File: config.mk
export PLATFORM = sky130hd
export DESIGN_NAME = nibble_serial_adder_flat
export DESIGN_NICKNAME = d
export VERILOG_FILES = /design/src/rtl/nibble_serial_adder_pkg.sv /design/src/rtl/nibble_serial_adder_if.sv /design/src/rtl/nibble_serial_adder_rca.sv /design/src/rtl/nibble_serial_adder.sv /design/src/flat_wrapper.sv
export SDC_FILE = /design/constraint.sdc
export NUM_CORES = 1
export LEC_CHECK = 0
export ABC_AREA = 1
export BUFFER_PORTS_ARGS = -buffer_cell sky130_fd_sc_hd__buf_2
export CAP_MARGIN = 20
export CORE_ASPECT_RATIO = 1.4
export CORE_MARGIN = 1
export CORE_UTILIZATION = 53
export DETAILED_ROUTE_END_ITERATION = 6
export GPL_TIMING_DRIVEN = 0
export HOLD_SLACK_MARGIN = 0.02
export PLACE_DENSITY = 0.78
export SLEW_MARGIN = 20
export SYNTH_ARGS = -nofsm -noshare
export SYNTH_HDL_FRONTEND = slang
export SYNTH_SLANG_ARGS = --single-unit
File: constraint.sdc
create_clock -name clk -period 4.3 [get_ports clk]
set_clock_uncertainty 0.05 [all_clocks]
set_input_delay 0.43 -clock clk [delete_from_list [all_inputs] [get_ports clk]]
set_output_delay 0.43 -clock clk [all_outputs]
set_load 0.005 [all_outputs]
File: src/rtl/nibble_serial_adder_pkg.sv
// Shared types and constants for the nibble-serial add/subtract engine.
package nibble_serial_adder_pkg;

  localparam int NIBBLE_W = 4;

  typedef enum logic [1:0] {
    IDLE = 2'd0,
    RUN  = 2'd1,
    DONE = 2'd2
  } state_t;

endpackage

File: src/rtl/nibble_serial_adder_if.sv
// Request/result bundle between a requesting unit (master) and the adder (slave).
interface nibble_serial_adder_if #(
  parameter int WIDTH = 16
);

  logic             start;
  logic             op_sub;
  logic [WIDTH-1:0] a;
  logic [WIDTH-1:0] b;
  logic             c_in;
  logic             busy;
  logic             done;
  logic [WIDTH-1:0] sum;
  logic             c_out;
  logic             ovf;

  modport master (
    output start, op_sub, a, b, c_in,
    input  busy, done, sum, c_out, ovf
  );

  modport slave (
    input  start, op_sub, a, b, c_in,
    output busy, done, sum, c_out, ovf
  );

endinterface

File: src/rtl/nibble_serial_adder_rca.sv
// Plain 4-bit ripple-carry adder; the only adder hardware in the engine.
module RCA_4b
  import nibble_serial_adder_pkg::*;
(
  input  logic [NIBBLE_W-1:0] a,
  input  logic [NIBBLE_W-1:0] b,
  input  logic                c_in,
  output logic [NIBBLE_W-1:0] s,
  output logic                c_out
);

  logic [NIBBLE_W:0] c;

  assign c[0] = c_in;

  for (genvar i = 0; i < NIBBLE_W; i++) begin : g_fa
    assign s[i]   = a[i] ^ b[i] ^ c[i];
    assign c[i+1] = (a[i] & b[i]) | (c[i] & (a[i] ^ b[i]));
  end

  assign c_out = c[NIBBLE_W];

endmodule

File: src/rtl/nibble_serial_adder.sv
// WIDTH-bit add/subtract computed one nibble per clock through a single RCA_4b,
// LSB first, with a start/busy/done handshake.
module nibble_serial_adder
  import nibble_serial_adder_pkg::*;
#(
  parameter int WIDTH = 16
) (
  input  logic                 clk,
  input  logic                 rst,
  nibble_serial_adder_if.slave bus
);

  localparam int NIB   = WIDTH / NIBBLE_W;
  localparam int CNT_W = (NIB > 1) ? $clog2(NIB) : 1;
  localparam logic [CNT_W-1:0] CNT_LAST = CNT_W'(NIB - 1);

  if ((WIDTH % NIBBLE_W) != 0 || WIDTH < NIBBLE_W) begin : g_width_check
    $error("nibble_serial_adder: WIDTH must be a multiple of 4 and at least 4");
  end

  // Two's-complement overflow: operands agree in sign but the result does not.
  function automatic logic ovf_of(input logic a_msb, input logic b_msb, input logic s_msb);
    return (a_msb == b_msb) && (s_msb != a_msb);
  endfunction

  state_t           state;
  logic [CNT_W-1:0] cnt;
  logic             busy_r;
  logic             done_r;
  logic [WIDTH-1:0] sum_r;
  logic             c_out_r;
  logic             ovf_r;

  logic [WIDTH-1:0] a_r;
  logic [WIDTH-1:0] b_r;
  logic [WIDTH-1:0] sh_r;
  logic             carry_r;
  logic             a_msb_r;
  logic             b_msb_r;

  logic [WIDTH-1:0]    b_eff;
  logic                accept;
  logic                last_nib;
  logic [NIBBLE_W-1:0] s_nib;
  logic                c_nib;
  logic [WIDTH-1:0]    sh_next;

  // Subtraction is a + ~b + 1, so the inversion happens once at accept time.
  assign b_eff    = bus.op_sub ? ~bus.b : bus.b;
  assign accept   = bus.start && (state == IDLE || state == DONE);
  assign last_nib = (state == RUN) && (cnt == CNT_LAST);

  RCA_4b u_rca (
    .a     (a_r[NIBBLE_W-1:0]),
    .b     (b_r[NIBBLE_W-1:0]),
    .c_in  (carry_r),
    .s     (s_nib),
    .c_out (c_nib)
  );

  // New nibble enters at the top; after NIB shifts the register holds the full result.
  assign sh_next = (WIDTH'(s_nib) << (WIDTH - NIBBLE_W)) | (sh_r >> NIBBLE_W);

  // Operand/shift datapath: loaded on accept, advanced one nibble per RUN cycle.
  always_ff @(posedge clk) begin
    if (accept) begin
      a_r     <= bus.a;
      b_r     <= b_eff;
      carry_r <= bus.op_sub ? 1'b1 : bus.c_in;
      a_msb_r <= bus.a[WIDTH-1];
      b_msb_r <= b_eff[WIDTH-1];
    end else if (state == RUN) begin
      a_r     <= a_r >> NIBBLE_W;
      b_r     <= b_r >> NIBBLE_W;
      sh_r    <= sh_next;
      carry_r <= c_nib;
    end
  end

  // Control FSM with registered handshake and result outputs.
  always_ff @(posedge clk) begin
    if (rst) begin
      state   <= IDLE;
      cnt     <= '0;
      busy_r  <= 1'b0;
      done_r  <= 1'b0;
      sum_r   <= '0;
      c_out_r <= 1'b0;
      ovf_r   <= 1'b0;
    end else begin
      done_r <= 1'b0;
      case (state)
        IDLE, DONE: begin
          if (bus.start) begin
            state  <= RUN;
            cnt    <= '0;
            busy_r <= 1'b1;
          end else begin
            state <= IDLE;
          end
        end
        RUN: begin
          cnt <= cnt + CNT_W'(1);
          if (last_nib) begin
            state   <= DONE;
            busy_r  <= 1'b0;
            done_r  <= 1'b1;
            sum_r   <= sh_next;
            c_out_r <= c_nib;
            ovf_r   <= ovf_of(a_msb_r, b_msb_r, s_nib[NIBBLE_W-1]);
          end
        end
        default: begin
          state  <= IDLE;
          busy_r <= 1'b0;
        end
      endcase
    end
  end

  assign bus.busy  = busy_r;
  assign bus.done  = done_r;
  assign bus.sum   = sum_r;
  assign bus.c_out = c_out_r;
  assign bus.ovf   = ovf_r;

endmodule

File: src/flat_wrapper.sv
// flat-port wrapper written by rule: the top's interface ports become plain ports
module nibble_serial_adder_flat import nibble_serial_adder_pkg::*;
#(
  parameter int WIDTH = 16
)
  (clk, rst, bus_start, bus_op_sub, bus_a, bus_b, bus_c_in, bus_busy, bus_done, bus_sum, bus_c_out, bus_ovf);
  nibble_serial_adder_if #(.WIDTH(WIDTH)) bus_i ();
  input  logic clk;
  input  logic rst;
  input wire logic [$bits(bus_i.start)-1:0] bus_start;
  input wire logic [$bits(bus_i.op_sub)-1:0] bus_op_sub;
  input wire logic [$bits(bus_i.a)-1:0] bus_a;
  input wire logic [$bits(bus_i.b)-1:0] bus_b;
  input wire logic [$bits(bus_i.c_in)-1:0] bus_c_in;
  output wire logic [$bits(bus_i.busy)-1:0] bus_busy;
  output wire logic [$bits(bus_i.done)-1:0] bus_done;
  output wire logic [$bits(bus_i.sum)-1:0] bus_sum;
  output wire logic [$bits(bus_i.c_out)-1:0] bus_c_out;
  output wire logic [$bits(bus_i.ovf)-1:0] bus_ovf;
  assign bus_i.start = bus_start;
  assign bus_i.op_sub = bus_op_sub;
  assign bus_i.a = bus_a;
  assign bus_i.b = bus_b;
  assign bus_i.c_in = bus_c_in;
  assign bus_busy = bus_i.busy;
  assign bus_done = bus_i.done;
  assign bus_sum = bus_i.sum;
  assign bus_c_out = bus_i.c_out;
  assign bus_ovf = bus_i.ovf;
  nibble_serial_adder #(.WIDTH(WIDTH)) u_core (.clk(clk), .rst(rst), .bus(bus_i));
endmodule
==> metrics.txt <==
# TYPE chip_impl_metric gauge
chip_impl_info{name="combinational_family_with_the_most_area_after_synthesis",value="simple AND/OR/NAND/NOR gates"} 1
chip_impl_metric{name="track_usage",unit="%"} 19.70
chip_impl_metric{name="total_power_per_unit_cell_area",unit="mW/mm^2"} 407.6
chip_impl_metric{name="synth.yosys.warnings",unit=""} 0
chip_impl_metric{name="fillers",unit=""} 451
chip_impl_metric{name="floorplan.core_area",unit="mm^2"} 0.005485
chip_impl_metric{name="synth.net_count",unit=""} 318
chip_impl_info{name="timing.critical_path.to_type",value="register"} 1
chip_impl_metric{name="clock_latency",unit="ns"} 0.34
chip_impl_metric{name="overall_power_consumption",unit="mW"} 1.438
chip_impl_metric{name="met1Wirelength",unit="mm"} 2.110
chip_impl_metric{name="worst-path-max-fanout",unit=""} 3
chip_impl_metric{name="num-nets-final",unit=""} 384
chip_impl_metric{name="register_area",unit="mm^2"} 0.001892
chip_impl_metric{name="drv.max_cap_violation_count",unit=""} 0
chip_impl_metric{name="detailedPlacementHpwl",unit="mm"} 3.638
chip_impl_metric{name="wl",unit="mm"} 5.179
chip_impl_metric{name="synthCells",unit=""} 276
chip_impl_metric{name="setup_viol",unit=""} 0
chip_impl_info{name="r2r-start",value="u_core.carry_r"} 1
chip_impl_metric{name="ant_nets",unit=""} 0
chip_impl_metric{name="wl_met2",unit="mm"} 2.752
chip_impl_metric{name="gr-total-overflow",unit=""} 0
chip_impl_info{name="setup.worst_path.start_class",value="register"} 1
chip_impl_info{name="hp-start",value="bus_a[15]"} 1
chip_impl_metric{name="peakVddDrop",unit="V"} 0.0002396
chip_impl_metric{name="cts_post_setup_buffers_inserted",unit=""} 0
chip_impl_metric{name="post_route_cells_drive_above_1_share",unit="%"} 30.84
chip_impl_metric{name="synth_edf_count",unit=""} 47
chip_impl_metric{name="initial_utilization",unit="%"} 54.90
chip_impl_metric{name="setup-tns-final",unit="ns"} 0
chip_impl_metric{name="flow.area_growth_from_synthesis",unit="%"} 17.16
chip_impl_metric{name="clock.fmax",unit="MHz"} 404.7
chip_impl_metric{name="io_buffers",unit=""} 55
chip_impl_info{name="outcome",value="completed"} 1
chip_impl_metric{name="synth-compound-area-share",unit="%"} 7.811
chip_impl_metric{name="max-clock-path-buffers",unit=""} 2
chip_impl_metric{name="die_height",unit="um"} 91.19
chip_impl_metric{name="grt_max_degree",unit=""} 34
chip_impl_metric{name="remaining_drc_errors",unit=""} 0
chip_impl_info{name="ys_dominant_reg_cell",value="sky130_fd_sc_hd__edfxtp_1"} 1
chip_impl_metric{name="final-hold-violation-count",unit=""} 0
chip_impl_metric{name="post_drt_via_cell_ratio",unit=""} 4.822
chip_impl_metric{name="synth_xor_xnor_area_share",unit="%"} 4.362
chip_impl_metric{name="critPathRequiredTime",unit="ns"} 4.54
chip_impl_metric{name="grt_antenna_before_repair",unit=""} 0
chip_impl_metric{name="post_synth_instance_area",unit="mm^2"} 0.003012
chip_impl_info{name="crit_path_start",value="u_core.carry_r"} 1
chip_impl_metric{name="synth.distinct_cells",unit=""} 23
chip_impl_metric{name="dr_total_vias",unit=""} 2001
chip_impl_metric{name="antenna_cells_inserted",unit=""} 0
chip_impl_info{name="top_layer",value="met4"} 1
chip_impl_metric{name="finalCriticalPeriod",unit="ns"} 2.471
chip_impl_metric{name="cts-buffers-inserted",unit=""} 9
chip_impl_metric{name="hold_buffers",unit=""} 0
chip_impl_metric{name="wire_per_inst",unit="um"} 12.48
chip_impl_metric{name="chipWidth",unit="um"} 65.71
chip_impl_info{name="worst-setup-path-type",value="reg -> reg"} 1
chip_impl_metric{name="cp.arrival",unit="ns"} 2.71
chip_impl_metric{name="total_count_of_max_transition_violations_in_the_final_report",unit=""} 0
chip_impl_metric{name="hold_depth",unit=""} 1
chip_impl_metric{name="clock_pin_slew_of_the_registers_on_the_worst_case_setup_and_hold_paths",unit="ns"} 0.07
chip_impl_metric{name="synth_sequential_area_ratio",unit="%"} 62.82
chip_impl_metric{name="first_global_vias",unit=""} 2008
chip_impl_metric{name="post_cts_resized",unit=""} 0
chip_impl_metric{name="post_synthesis_area_per_instance",unit="um^2"} 10.91
chip_impl_metric{name="leakage",unit="nW"} 1.511
chip_impl_metric{name="wl_met3",unit="um"} 229
chip_impl_metric{name="synthSimpleGateAreaFrac",unit="%"} 15.54
chip_impl_metric{name="multi_input_comb_area",unit="um^2"} 929.6
chip_impl_metric{name="rrSetupSlack",unit="ns"} 1.83
chip_impl_metric{name="depth_of_the_worst_register_to_register_path",unit=""} 12
chip_impl_metric{name="cts-htree-levels",unit=""} 3
chip_impl_metric{name="ys_seq_elements",unit=""} 71
chip_impl_info{name="clk_root_buffer_cell",value="sky130_fd_sc_hd__clkbuf_8"} 1
chip_impl_metric{name="drt-pass1-iter-count",unit=""} 4
chip_impl_metric{name="tightest_slew",unit="ns"} 0.7685
chip_impl_metric{name="number_of_sinks_driven_by_the_clock_tree",unit=""} 71
chip_impl_info{name="rsz0062_at_grt",value="no"} 1
chip_impl_metric{name="grt_first_pass_wirelength",unit="mm"} 8.707
chip_impl_metric{name="num_rows",unit=""} 32
chip_impl_metric{name="worst_slew_margin_rel",unit="%"} 48.59
chip_impl_metric{name="io-pin-count",unit=""} 57
chip_impl_info{name="min-delay-path-class",value="in -> reg"} 1
chip_impl_metric{name="die_area",unit="mm^2"} 0.005992
chip_impl_metric{name="min_period_over_period",unit="%"} 57.47
chip_impl_metric{name="drt-initial-drc-count",unit=""} 69
chip_impl_metric{name="postSynth.asyncResetShare",unit="%"} 0
chip_impl_metric{name="synth.mux.area_fraction",unit="%"} 0
chip_impl_info{name="tritoncts_clock_tree",value="done"} 1
chip_impl_metric{name="finalWeightedCongestion",unit=""} 0.7252
chip_impl_metric{name="synth_adder_area_share",unit="%"} 3.074
power by group:
group          switching (mW)  total, mW  leakage, nW  internal, mW
clock                   0.233      0.431       0.0827         0.198
combinational           0.104      0.171        0.768        0.0665
sequential             0.0241      0.837        0.660         0.812
total                   0.361       1.44         1.51          1.08
layer usage:
metal,global-route usage [%],vias up
met1,20.77,909
met5,0,-
met4,8.152,0
met3,5.528,11
li1,-,1023
met2,35.37,58
per-stage QoR:
step           utilization (%)  setup WS (ns)  hold WS (ns)  cell area, um^2  std cells
2_1_floorplan                -          2.004        0.3768             3012        276
3_3_place_gp             61.47          1.898        0.3823             3372        399
3_5_place_dp             61.52          1.809        0.3879             3374        399
4_1_cts                  64.32          1.786        0.2334             3528        415
5_1_grt                  64.32          1.690        0.2386             3528        415
6_report                 64.32          1.829        0.2500             3528        415
flip-flops by register name, indices dropped and copies added (netlist names), 2 cells and up:
signal          count
u_core.cnt          2
u_core.bus.sum     16
u_core.b_r         16
u_core.a_r         16
u_core.state        2
u_core.sh_r        12
cell usage in the layout, fill, tap and decap left out, types with 12 or more instances in the layout:
cell | Yosys | layout
sky130_fd_sc_hd__inv_1 | 21 | 21
sky130_fd_sc_hd__edfxtp_1 | 47 | 47
sky130_fd_sc_hd__nand2_2 | 11 | 12
sky130_fd_sc_hd__nand2_1 | 79 | 78
sky130_fd_sc_hd__nor2_1 | 12 | 12
sky130_fd_sc_hd__o21ai_0 | 16 | 16
sky130_fd_sc_hd__dfxtp_1 | 24 | 24
sky130_fd_sc_hd__a21oi_1 | 12 | 12
sky130_fd_sc_hd__xnor2_1 | 15 | 15
sky130_fd_sc_hd__buf_2 | 6 | 61
cell type report:
class	count	share of cell area (%)
flip-flops and latches	71	53.62
multi-input cells	168	26.35
repair buffers	55	7.801
clock buffers	9	3.511
plain buffers	13	2.908
inverters	24	2.553
well taps	68	2.411
clock inverters	7	0.8511
synthesized netlist by cell type, types with 2 or more instances:
library cell                n  area [um^2]
sky130_fd_sc_hd__a21oi_1   12        60.06
sky130_fd_sc_hd__a21oi_2   10        87.58
sky130_fd_sc_hd__buf_2      6        30.03
sky130_fd_sc_hd__buf_4      2        15.01
sky130_fd_sc_hd__buf_6      3        33.78
sky130_fd_sc_hd__dfxtp_1   24        480.5
sky130_fd_sc_hd__edfxtp_1  47         1411
sky130_fd_sc_hd__fa_1       4        80.08
sky130_fd_sc_hd__inv_1     21        78.83
sky130_fd_sc_hd__inv_2      3        11.26
sky130_fd_sc_hd__nand2_1   79        296.5
sky130_fd_sc_hd__nand2_2   11        68.82
sky130_fd_sc_hd__nand3_1    4        20.02
sky130_fd_sc_hd__nor2_1    12        45.04
sky130_fd_sc_hd__o21ai_0   16        80.08
sky130_fd_sc_hd__xnor2_1   15        131.4
critical path, cell delays in order (launching register included):
cell	delay [ns]
sky130_fd_sc_hd__edfxtp_1	0.40
sky130_fd_sc_hd__fa_1	0.42
sky130_fd_sc_hd__inv_1	0.07
sky130_fd_sc_hd__fa_1	0.17
sky130_fd_sc_hd__inv_1	0.05
sky130_fd_sc_hd__fa_1	0.35
sky130_fd_sc_hd__inv_1	0.08
sky130_fd_sc_hd__fa_1	0.45
sky130_fd_sc_hd__nor2_1	0.12
sky130_fd_sc_hd__nand2_1	0.05
sky130_fd_sc_hd__nand3_1	0.10
sky130_fd_sc_hd__nand2_1	0.06
sky130_fd_sc_hd__inv_1	0.05
worst paths after layout:
check,to
setup reg to reg,u_core.bus.ovf
hold reg to reg,u_core.sh_r[6]
setup / recovery,u_core.bus.ovf
hold / removal,u_core.a_msb_r
cells by family after synthesis:
kind of cell               after synthesis
and+or+nand+nor                        109
DFF                                     71
xor gates and xnor gates                15
buffers and inverters                   37
AOI/OAI and AO/OA                       39
adders and majority gates                5
(Power assumes the default switching activity.)
